$ cat src/rtl/spu_pkg.sv
// Shared SPU issue-side definitions: field widths, nop encoding and scoreboard slot layout.
package spu_pkg;
   localparam int REG_ADDR_W = 7;
   localparam int OP_W       = 11;
   localparam int FMT_W      = 3;

   localparam logic [0:OP_W-1]  NOP_OP  = '0;
   localparam logic [FMT_W-1:0] NOP_FMT = '0;

   typedef struct packed {
      logic                  v;
      logic [0:REG_ADDR_W-1] addr;
   } sb_slot_t;
endpackage

$ cat src/rtl/perm_issue_ctrl_if.sv
// Decode/register-fetch to issue controller handshake bundle.
interface perm_issue_ctrl_if;
   import spu_pkg::*;

   logic                  in_valid;
   logic                  in_ready;
   logic [0:OP_W-1]       in_op;
   logic [FMT_W-1:0]      in_format;
   logic [0:REG_ADDR_W-1] in_rt_addr;
   logic                  in_reg_write;
   logic [0:REG_ADDR_W-1] in_ra_addr;
   logic [0:REG_ADDR_W-1] in_rb_addr;
   logic                  in_uses_ra;
   logic                  in_uses_rb;

   modport master (
      output in_valid, in_op, in_format, in_rt_addr, in_reg_write,
             in_ra_addr, in_rb_addr, in_uses_ra, in_uses_rb,
      input  in_ready
   );

   modport slave (
      input  in_valid, in_op, in_format, in_rt_addr, in_reg_write,
             in_ra_addr, in_rb_addr, in_uses_ra, in_uses_rb,
      output in_ready
   );
endinterface

$ cat src/rtl/perm_issue_ctrl_scoreboard.sv
// Fixed-latency RAW scoreboard: shift register of in-flight destinations, matched per source.
module reg_scoreboard
   import spu_pkg::*;
#(
   parameter int LATENCY = 4,
   parameter int NSRC    = 2
) (
   input  logic                                clk,
   input  logic                                reset,
   input  logic                                wr_v,
   input  logic [0:REG_ADDR_W-1]               wr_addr,
   input  logic [NSRC-1:0][0:REG_ADDR_W-1]     src_addr,
   output logic [NSRC-1:0]                     hit_early,
   output logic [NSRC-1:0]                     hit_wb,
   output logic                                busy
);

   sb_slot_t slot [1:LATENCY];

   always_ff @(posedge clk) begin
      if (reset) begin
         for (int k = 1; k <= LATENCY; k++) slot[k] <= '0;
      end else begin
         slot[1] <= '{v: wr_v, addr: wr_addr};
         for (int k = 2; k <= LATENCY; k++) slot[k] <= slot[k-1];
      end
   end

   // Slots below LATENCY are not yet on rt_wb and must stall; slot LATENCY forwards.
   always_comb begin
      hit_early = '0;
      hit_wb    = '0;
      for (int i = 0; i < NSRC; i++) begin
         for (int k = 1; k < LATENCY; k++)
            if (slot[k].v && slot[k].addr == src_addr[i]) hit_early[i] = 1'b1;
         hit_wb[i] = slot[LATENCY].v && slot[LATENCY].addr == src_addr[i];
      end
   end

   always_comb begin
      busy = 1'b0;
      for (int k = 1; k <= LATENCY; k++) busy = busy | slot[k].v;
   end

endmodule

$ cat src/rtl/perm_issue_ctrl.sv
// Permute issue controller: RAW stall, nop insertion, wb forwarding flags and perf counters.
module perm_issue_ctrl
   import spu_pkg::*;
#(
   parameter int LATENCY = 4,
   parameter int CNT_W   = 16
) (
   input  logic                  clk,
   input  logic                  reset,
   perm_issue_ctrl_if.slave      dec,
   output logic [0:OP_W-1]       perm_op,
   output logic [FMT_W-1:0]      perm_format,
   output logic [0:REG_ADDR_W-1] perm_rt_addr,
   output logic                  perm_reg_write,
   output logic                  fwd_ra,
   output logic                  fwd_rb,
   output logic                  busy,
   output logic [CNT_W-1:0]      issue_cnt,
   output logic [CNT_W-1:0]      stall_cnt
);

   logic [1:0][0:REG_ADDR_W-1] src_addr;
   logic [1:0]                 hit_early, hit_wb;
   logic                       hz_a, hz_b, issue, is_nop, wr_v;

   assign src_addr = {dec.in_rb_addr, dec.in_ra_addr};

   reg_scoreboard #(.LATENCY(LATENCY), .NSRC(2)) u_sb (
      .clk       (clk),
      .reset     (reset),
      .wr_v      (wr_v),
      .wr_addr   (dec.in_rt_addr),
      .src_addr  (src_addr),
      .hit_early (hit_early),
      .hit_wb    (hit_wb),
      .busy      (busy)
   );

   assign hz_a         = dec.in_uses_ra && hit_early[0];
   assign hz_b         = dec.in_uses_rb && hit_early[1];
   assign dec.in_ready = !reset && !(hz_a || hz_b);
   assign issue        = dec.in_valid && dec.in_ready;
   assign is_nop       = dec.in_op == NOP_OP && dec.in_format == NOP_FMT;
   assign wr_v         = issue && dec.in_reg_write && !is_nop;

   // A held instruction presents a nop to Permute so its pipe keeps marching.
   assign perm_op        = issue ? dec.in_op        : NOP_OP;
   assign perm_format    = issue ? dec.in_format    : NOP_FMT;
   assign perm_rt_addr   = issue ? dec.in_rt_addr   : '0;
   assign perm_reg_write = issue && dec.in_reg_write;

   assign fwd_ra = issue && dec.in_uses_ra && hit_wb[0];
   assign fwd_rb = issue && dec.in_uses_rb && hit_wb[1];

   always_ff @(posedge clk) begin
      if (reset) begin
         issue_cnt <= '0;
         stall_cnt <= '0;
      end else begin
         if (issue && issue_cnt != '1) issue_cnt <= issue_cnt + 1'b1;
         if (dec.in_valid && !dec.in_ready && stall_cnt != '1) stall_cnt <= stall_cnt + 1'b1;
      end
   end

endmodule
$ cat src/flat_wrapper.sv
// flat-port wrapper written by rule: the top's interface ports become plain ports
module perm_issue_ctrl_flat import spu_pkg::*;
#(
   parameter int LATENCY = 4,
   parameter int CNT_W   = 16
)
  (clk, reset, perm_op, perm_format, perm_rt_addr, perm_reg_write, fwd_ra, fwd_rb, busy, issue_cnt, stall_cnt, dec_in_valid, dec_in_op, dec_in_format, dec_in_rt_addr, dec_in_reg_write, dec_in_ra_addr, dec_in_rb_addr, dec_in_uses_ra, dec_in_uses_rb, dec_in_ready);
  perm_issue_ctrl_if dec_i ();
  input  logic clk;
  input  logic reset;
  output logic [0:OP_W-1] perm_op;
  output logic [FMT_W-1:0] perm_format;
  output logic [0:REG_ADDR_W-1] perm_rt_addr;
  output logic perm_reg_write;
  output logic fwd_ra;
  output logic fwd_rb;
  output logic busy;
  output logic [CNT_W-1:0] issue_cnt;
  output logic [CNT_W-1:0] stall_cnt;
  input wire logic [$bits(dec_i.in_valid)-1:0] dec_in_valid;
  input wire logic [$bits(dec_i.in_op)-1:0] dec_in_op;
  input wire logic [$bits(dec_i.in_format)-1:0] dec_in_format;
  input wire logic [$bits(dec_i.in_rt_addr)-1:0] dec_in_rt_addr;
  input wire logic [$bits(dec_i.in_reg_write)-1:0] dec_in_reg_write;
  input wire logic [$bits(dec_i.in_ra_addr)-1:0] dec_in_ra_addr;
  input wire logic [$bits(dec_i.in_rb_addr)-1:0] dec_in_rb_addr;
  input wire logic [$bits(dec_i.in_uses_ra)-1:0] dec_in_uses_ra;
  input wire logic [$bits(dec_i.in_uses_rb)-1:0] dec_in_uses_rb;
  output wire logic [$bits(dec_i.in_ready)-1:0] dec_in_ready;
  assign dec_i.in_valid = dec_in_valid;
  assign dec_i.in_op = dec_in_op;
  assign dec_i.in_format = dec_in_format;
  assign dec_i.in_rt_addr = dec_in_rt_addr;
  assign dec_i.in_reg_write = dec_in_reg_write;
  assign dec_i.in_ra_addr = dec_in_ra_addr;
  assign dec_i.in_rb_addr = dec_in_rb_addr;
  assign dec_i.in_uses_ra = dec_in_uses_ra;
  assign dec_i.in_uses_rb = dec_in_uses_rb;
  assign dec_in_ready = dec_i.in_ready;
  perm_issue_ctrl #(.LATENCY(LATENCY), .CNT_W(CNT_W)) u_core (.clk(clk), .reset(reset), .dec(dec_i), .perm_op(perm_op), .perm_format(perm_format), .perm_rt_addr(perm_rt_addr), .perm_reg_write(perm_reg_write), .fwd_ra(fwd_ra), .fwd_rb(fwd_rb), .busy(busy), .issue_cnt(issue_cnt), .stall_cnt(stall_cnt));
endmodule
$ cat config.mk
export PLATFORM = sky130hd
export DESIGN_NAME = perm_issue_ctrl_flat
export DESIGN_NICKNAME = d
export VERILOG_FILES = /design/src/rtl/spu_pkg.sv /design/src/rtl/perm_issue_ctrl_if.sv /design/src/rtl/perm_issue_ctrl_scoreboard.sv /design/src/rtl/perm_issue_ctrl.sv /design/src/flat_wrapper.sv
export SDC_FILE = /design/constraint.sdc
export NUM_CORES = 1
export LEC_CHECK = 0
export CORE_MARGIN = 10
export CORE_UTILIZATION = 50
export DETAILED_ROUTE_END_ITERATION = 8
export GPL_TIMING_DRIVEN = 0
export HOLD_SLACK_MARGIN = 0.1
export PLACE_DENSITY_LB_ADDON = 0.05
export SETUP_SLACK_MARGIN = 0.05
export SLEW_MARGIN = 15
export SYNTH_ARGS = -nofsm -noshare
export SYNTH_HDL_FRONTEND = slang
export SYNTH_SLANG_ARGS = --single-unit
$ cat constraint.sdc
create_clock -name clk -period 7.1 [get_ports clk]
set_input_delay 1.42 -clock clk [delete_from_list [all_inputs] [get_ports clk]]
set_output_delay 1.42 -clock clk [all_outputs]
set_load 0.03 [all_outputs]
; ---- After elaboration in Yosys (flattened, before gate mapping)
; Memory sizes are Yosys's and may differ from the RTL's.
; Index checks and enable logic that the tools add are counted.
[totals]
register_bits = 32
ram_bits = 32
in_bits = 41
output_inout_bits = 58
elab_cells = 67
mem_count = 1
[op_classes]
add_sub_neg = 2
n_eq_ne = 10
n_mux = 16
bitwise_logic = 7
reduce_logical = 29
[mem_list]
columns = memory, depth, word_bits, rd, rd_ports_with_merged_regs, wr, line
row1 = u_core.u_sb.slot, 4, 8, 4, 0, 4, perm_issue_ctrl_scoreboard.sv:18  ; sb_slot_t slot [1:LATENCY];
[ops]
columns = cell, count
row1 = 7-bit equality test, 8
row2 = "16-bit by 1-bit adder with 16-bit output, second input constant", 2
row3 = 8-bit two-way mux, 4
row4 = "16-bit != test, second input constant", 2
row5 = 1-bit logical AND, 22
row6 = 11-bit logical NOT, 1
row7 = 11-bit two-way mux, 1
row8 = 1-bit two-way mux, 9
row9 = 7-bit two-way mux, 1
row10 = 1-bit OR, 7
row11 = 1-bit logical NOT, 4
row12 = 3-bit logical NOT, 1
row13 = 3-bit two-way mux, 1
row14 = 1-bit logical OR, 1

; ---- Longest topological paths before layout
; Gate-level depths: netlist of the first run.
[depth]
word_depth = 13
mapped_depth = 10
ltp_nobuf = 7

; ---- Cells and area by module
; From an unflattened synthesis of the first run, not the netlist that was laid out.
[hier_totals]
hier_cells = 379
hier_area_um2 = 3359.5
[modules_own_cells]
columns = module, n_inst, cells_per_inst, area_per_inst_um2, seq_area_each_um2
row1 = perm_issue_ctrl, 1, 230, 1870.5, 640.6
row2 = reg_scoreboard, 1, 149, 1488.9, 640.6

; ---- Worst setup path after synthesis of the first run
; OpenSTA, ideal clock, no wires.
[synth_path]
kind = input -> output
startpoint = in dec_in_rb_addr[3]
endpoint = out fwd_ra
t_arrival_ns = 3.309
required_ns = 5.680
path_slack_ns = 2.371
cell_stages = 9
path_cell_list = buf_4 > xnor2_1 > nand4_1 > nor2_1 > o31ai_4 > and4_1 > buf_2 > nand2_1 > nor3_1
[synth_between]
elab_chain_len = 12
[synth_rtl]
columns = item, line
row1 = start: declaration, flat_wrapper.sv:26  ; input wire logic [$bits(dec_i.in_rb_addr)-1:0] dec_in_rb_addr;
row2 = 7-bit equality test, perm_issue_ctrl_scoreboard.sv:35  ; if (slot[k].v && slot[k].addr == src_addr[i]) hit_early[i] = 1'b1;
row3 = 1-bit logical AND, perm_issue_ctrl_scoreboard.sv:35
row4 = 1-bit two-way mux (2 in a row), perm_issue_ctrl_scoreboard.sv:35
row5 = 1-bit two-way mux (*), perm_issue_ctrl_scoreboard.sv:35
row6 = 1-bit logical AND (*), perm_issue_ctrl.sv:40  ; assign hz_b = dec.in_uses_rb && hit_early[1];
row7 = 1-bit logical OR (*), perm_issue_ctrl.sv:41  ; assign dec.in_ready = !reset && !(hz_a || hz_b);
row8 = 1-bit logical NOT (*), perm_issue_ctrl.sv:41
row9 = 1-bit logical AND (*), perm_issue_ctrl.sv:41
row10 = 1-bit logical AND (*), perm_issue_ctrl.sv:42  ; assign issue = dec.in_valid && dec.in_ready;
row11 = 1-bit logical AND (*) (2 in a row), perm_issue_ctrl.sv:52  ; assign fwd_ra = issue && dec.in_uses_ra && hit_wb[0];
row12 = end: declaration, flat_wrapper.sv:15  ; output logic fwd_ra;
; Mark *: on every way between the ends. The rest lies on a longest branch, timed or not.

; ---- Final worst setup path of the first run
[layout_path]
startpoint = in dec_in_ra_addr[4]
endpoint = out perm_rt_addr[6] (netlist bit)
[layout_between]
elab_chain_len = 11
[layout_rtl]
columns = item, line
row1 = start: declaration, flat_wrapper.sv:25  ; input wire logic [$bits(dec_i.in_ra_addr)-1:0] dec_in_ra_addr;
row2 = 7-bit equality test, perm_issue_ctrl_scoreboard.sv:35
row3 = 1-bit logical AND, perm_issue_ctrl_scoreboard.sv:35
row4 = 1-bit two-way mux (2 in a row), perm_issue_ctrl_scoreboard.sv:35
row5 = 1-bit two-way mux (*), perm_issue_ctrl_scoreboard.sv:35
row6 = 1-bit logical AND (*), perm_issue_ctrl.sv:39  ; assign hz_a = dec.in_uses_ra && hit_early[0];
row7 = 1-bit logical OR (*), perm_issue_ctrl.sv:41
row8 = 1-bit logical NOT (*), perm_issue_ctrl.sv:41
row9 = 1-bit logical AND (*), perm_issue_ctrl.sv:41
row10 = 1-bit logical AND (*), perm_issue_ctrl.sv:42
row11 = 7-bit two-way mux (*), perm_issue_ctrl.sv:49  ; assign perm_rt_addr = issue ? dec.in_rt_addr : '0;
row12 = end: declaration, flat_wrapper.sv:13  ; output logic [0:REG_ADDR_W-1] perm_rt_addr;
; Marks and branches as above.

==> reports/metrics.yaml, run 1 <==
status:
  outcome: "complete, no violations"
timing:
  period_minus_slack_ps: 5700
  max_freq_mhz: 175
  worstMarginPinSlew_ps: 567
  holdWs_ps: 502
  setup_slack_ps: 1400
  finalSetupTns_ps: 0
  finalMaxSlewViolations: 0
  rsz0062_at_grt: "no"
  setup_violations: 0
  relSlewSlack: 0.621
  min_period_over_period: 0.803
  hold_viol: 0
  clock_skew_ps: 11.3
grt:
  grt_pass1_wl_microns: 15100
  grt.overflow.total: 0
  grt_use_total: 0.181
  grt_start_max_net_pins: 11
  antenna_found_initial: 0
  grt_pass1_vias: 3074
placement:
  pre_cts_ws_ps: 1410
  dpl.hpwl_microns: 7480
  place_area_sq_mm: 0.00445
  portBuffers: 90
  place.gp.congestion: 0.870
finish:
  area_growth_pct: 34.0
  layout-drive-gt1-share: 0.0803
  nets: 537
  n_antenna_cell: 0
  fill_cells: 565
  fin_area_sq_mm: 0.00462
route:
  via_per_inst: 5.48
  ant_nets: 0
  wl_per_cell_microns: 16.7
  wl_microns: 9650
  drc_errors: 0
  vias: 3167
  drtIter0Drc: 83
  first_pass_iters: 4
power_and_ir_drop:
  power.density_mw_per_mm2: 167
  total_power_mw: 0.770
  vdd_drop_max_mv: 0.106
  p_leak_nw: 1.57
logic_synthesis:
  synth_top_area_cell: "dfxtp_1"
  async_flop_share: 0
  avgSynthCellArea_sq_um: 8.77
  yosysWarnings: 0
  ys_seq_elements: 64
  synthCells: 393
  synth_top_area_frac: 0.372
  ys_seq_area_frac: 0.372
  synth.area.top_cells: "dfxtp_1 37%, xnor2_1 13%, nor2b_1 7.1%"
  synth_edf_count: 0
  syn-cell-area_sq_mm: 0.00345
  ys.flop_type: "dfxtp_1"
  synth_nets: 436
  yosysUniqueCellTypes: 40
clocking:
  cts_buffer_depth: 2
  htreeDepth: 3
  cts_tree: "built"
  clk_pin_slew_ps: 60
  cts_setup_buffers: 0
  clkSinkCount: 64
  clock_latency_ps: 350
  cts_hold_buf: 0
  cts_buffers: 9
  cts_resized: 0
  clock-root-buffer: "clkbuf_8"
floorplanning:
  core.rowCount: 30
  ios: 99
  die_h_microns: 103
  fp.dieW_microns: 103
  initial_core_util: 0.510
  die-area_sq_mm: 0.0106
  core_sq_mm: 0.00676
worst_setup_path:
  critical_path_required_ps: 5680
  crit_type: "in -> out"
  crit_path_end_kind: "output pin"
  critPathMaxFanout: 10
  crit_arrival_ps: 4280
  crit_path_start_kind: "primary input"
hold_path:
  hold_class: "reg -> reg"
run:
  max-cap-violations: 0
cells by family (layout without fill, tap and decap cells):
family                     count (synthesis)  count (layout)  share of synthesized area
DFF                                       64              64                      0.372
xor gates and xnor gates                  56              56                      0.142
adders and majority gates                  2               2                    0.00726
and+or+nand+nor                          189             189                      0.313
buffers and inverters                     28             133                     0.0432
AOI/OAI and AO/OA                         45              45                     0.0940
muxes                                      9               9                     0.0283
synth_stat cells (4+ instances only):
master	instances
nor2_1	18
or4_1	9
a21oi_1	14
o311ai_0	4
and3_1	11
buf_4	7
nor4_1	6
dfxtp_1	64
o31ai_1	6
xor2_1	6
nand4_1	20
xnor2_1	50
clkbuf_1	13
o21ai_0	7
nand3_1	25
and2_1	24
inv_1	4
mux2_2	6
or3_1	6
nor3_1	9
nor2b_1	39
nand2_1	18
cells in the final DEF (no fill, tap or decap), types with 9 or more instances in the layout:
cell	netlist	routed
a21oi_1	14	14
and2_1	24	24
and3_1	11	11
clkbuf_1	13	14
clkbuf_8	0	11
clkdlybuf4s50_1	0	90
dfxtp_1	64	64
nand2_1	18	18
nand3_1	25	25
nand4_1	20	20
nor2_1	18	18
nor2b_1	39	39
nor3_1	9	9
or4_1	9	9
xnor2_1	50	50
per-layer routing:
metal,global-route usage,share of wire,up-vias
met2,0.274,0.45,106
met1,0.221,0.44,1463
met3,0.0838,0.096,14
met5,0,0,-
met4,0.0610,0.015,0
li1,-,-,1584
final cells by class:
class	count	area, sq um	area share
plain buffers	24	134	0.0290
clock buffers	12	155	0.0336
clock inverters	3	17.5	0.00379
inverters	4	15.0	0.00325
multi-input cells	301	2020	0.437
flip-flops and latches	64	1280	0.277
well taps	80	100	0.0217
repair buffers	90	901	0.195
metrics by stage:
step	instances	util
floorplan	393	-
global placement	563	0.659
detailed placement	563	0.659
CTS	578	0.684
global route	578	0.684
finish	578	0.684
sequential cells by signal, indices dropped and copies added (netlist names):
name / count
u_core.u_sb.slot: 32
u_core.issue_cnt: 16
u_core.stall_cnt: 16
worst paths after layout:
check | to | slack [ps] | cells after the start | startpoint
max | perm_rt_addr[6] | 1400 | 10 | dec_in_ra_addr[4]
min | u_core.issue_cnt[14]$_SDFFE_PP0P_ | 500 | 2 | u_core.issue_cnt[14]$_SDFFE_PP0P_
max reg2reg | u_core.issue_cnt[1]$_SDFFE_PP0P_ | 4700 | 9 | u_core.issue_cnt[6]$_SDFFE_PP0P_
min reg2reg | u_core.issue_cnt[14]$_SDFFE_PP0P_ | 500 | 2 | u_core.issue_cnt[14]$_SDFFE_PP0P_
report_power, final:
group | internal, mW | switching [mW]
Clock | 0.143 | 0.138
Sequential | 0.366 | 0.00791
Combinational | 0.0578 | 0.0574
Total | 0.567 | 0.203
worst max-delay path: stages:
cell	delay, ps
clkdlybuf4s50_1	650
xnor2_1	130
nand4_1	100
nor2_1	60
o21ai_2	250
and4_1	290
buf_2	240
clkbuf_1	280
and2_1	180
clkdlybuf4s50_1	680
Power figures use the tool's default switching activity.
==> run 2: changes to the inputs <==
--- a/config.mk
+++ b/config.mk
@@ -6,7 +6,7 @@
 export NUM_CORES = 1
 export LEC_CHECK = 0
 export CORE_MARGIN = 10
-export CORE_UTILIZATION = 50
+export CORE_UTILIZATION = 48
 export DETAILED_ROUTE_END_ITERATION = 8
 export GPL_TIMING_DRIVEN = 0
 export HOLD_SLACK_MARGIN = 0.1
==> constraint.sdc (replaced) <==
create_clock -name clk -period 6 [get_ports clk]
set_input_delay 1.2 -clock clk [delete_from_list [all_inputs] [get_ports clk]]
set_output_delay 1.2 -clock clk [all_outputs]
set_load 0.03 [all_outputs]
==> run 2 against run 1 <==
Compared with the run above:
- via count up 0.47%
- global-route usage fell by 1.1 points
- routed wire length down 0.32%
- flip-flop and latch count did not move
- worst hold slack got worse by 15 ps
- highest routed layer unchanged
==> reports/metrics.yaml, run 2 (same netlist as run 1, synthesis figures left out) <==
status:
  outcome: "complete, no violations"
timing:
  holdWs_ps: 487
  setup_slack_ps: 779
  rsz0062_at_grt: "no"
  period_minus_slack_ps: 5220
  finalSetupTns_ps: 0
  worstMarginPinSlew_ps: 580
  min_period_over_period: 0.870
  hold_viol: 0
  finalMaxSlewViolations: 0
  max_freq_mhz: 192
  setup_violations: 0
  relSlewSlack: 0.612
  clock_skew_ps: 12.3
clocking:
  clk_pin_slew_ps: 70
  cts_resized: 0
  htreeDepth: 3
  cts_tree: "built"
  clkSinkCount: 64
  cts_hold_buf: 0
  clock_latency_ps: 340
  cts_buffer_depth: 2
  cts_setup_buffers: 0
  clock-root-buffer: "clkbuf_8"
  cts_buffers: 9
grt:
  grt_pass1_vias: 3157
  grt_start_max_net_pins: 11
  antenna_found_initial: 0
  grt_use_total: 0.170
  grt_pass1_wl_microns: 15500
  grt.overflow.total: 0
hold_path:
  hold_class: "reg -> reg"
  hold_depth: 2
  hold_path.startpoint: "u_core.issue_cnt[14]$_SDFFE_PP0P_"
  min_to: "u_core.issue_cnt[14]$_SDFFE_PP0P_"
route:
  ant_nets: 0
  vias: 3182
  wl_per_cell_microns: 16.2
  drt-met1-wl_microns: 4340
  wl_microns: 9620
  wl_met2_microns: 4270
  first_pass_iters: 4
  topRoutingLayerUsed: "met4"
  met3WireLength_microns: 891
  drc_errors: 0
  drtIter0Drc: 97
  via_per_inst: 5.35
placement:
  place_area_sq_mm: 0.00447
  place.gp.congestion: 0.872
  place_inst: 579
  portBuffers: 90
  dpl.hpwl_microns: 7640
  pre_cts_ws_ps: 729
floorplanning:
  core.rowCount: 30
  initial_core_util: 0.499
  die_h_microns: 105
  die-area_sq_mm: 0.0110
  ios: 99
  fp.dieW_microns: 105
  core_sq_mm: 0.00691
finish:
  fin_cells: 595
  n_antenna_cell: 0
  regMostFlops: "u_core.u_sb.slot"
  nets: 537
  layout_commonest_cell: "clkdlybuf4s50_1"
  largest_reg_flops: 32
  top_regs: "u_core.u_sb.slot x32, u_core.issue_cnt x16, u_core.stall_cnt x16"
  area_growth_pct: 34.8
  utilization: 0.673
  fill_cells: 615
  regArea_sq_mm: 0.00128
  fin_area_sq_mm: 0.00465
  layout_common_cells: "90 x clkdlybuf4s50_1, 64 x dfxtp_1, 50 x xnor2_1"
  multi_input_area_sq_mm: 0.00202
  layout-drive-gt1-share: 0.0782
worst_setup_path:
  crit_path_start_kind: "primary input"
  critPathMaxFanout: 10
  crit_arrival_ps: 4020
  regToRegEndpoint: "u_core.issue_cnt[8]$_SDFFE_PP0P_"
  crit_path_end_kind: "output pin"
  critical_path_required_ps: 4800
  crit_start: "dec_in_ra_addr[5]"
  timing.rr.start: "u_core.issue_cnt[6]$_SDFFE_PP0P_"
  r2r_slack_ps: 3600
  rr_worst_depth: 9
  crit_type: "in -> out"
power_and_ir_drop:
  vdd_drop_max_mv: 0.116
  total_power_mw: 0.927
  power.density_mw_per_mm2: 199
  p_leak_nw: 1.57
run:
  max-cap-violations: 0
run 2: worst max path at each step:
| stage | endpoint | slack [ps] | depth (start not counted) |
|---|---|---|---|
| after CTS | perm_rt_addr[1] | 730 | 9 |
| after floorplan | fwd_ra | 1710 | 9 |
| after detailed placement | perm_rt_addr[1] | 730 | 9 |
| final | perm_rt_addr[1] | 780 | 10 |
| after global placement | perm_rt_addr[3] | 720 | 9 |
| after global routing | perm_rt_addr[1] | 590 | 10 |
run 2: power breakdown:
group          internal [mW]  switching, mW
registers              0.433        0.00915
clock network          0.190          0.158
logic                 0.0684         0.0678
total                  0.692          0.235
run 2: layer usage:
metal	vias up	global-route usage
li1	1585	-
met5	-	0
met4	0	0.0529
met3	11	0.0737
met1	1475	0.213
met2	111	0.258
run 2: worst max-delay path, cell delays in order:
cell             delay (ps)
clkdlybuf4s50_1         630
xnor2_1                 130
nand4_1                  90
nor2_1                   60
o21ai_2                 240
and4_1                  280
buf_2                   240
clkbuf_1                270
and2_1                  180
clkdlybuf4s50_1         690
run 2: final cells by class:
type,instances,area share
multi-input cells,301,0.434
inverters,4,0.00323
clock inverters,4,0.00969
plain buffers,24,0.0288
repair buffers,90,0.194
flip-flops and latches,64,0.276
well taps,96,0.0258
clock buffers,12,0.0291
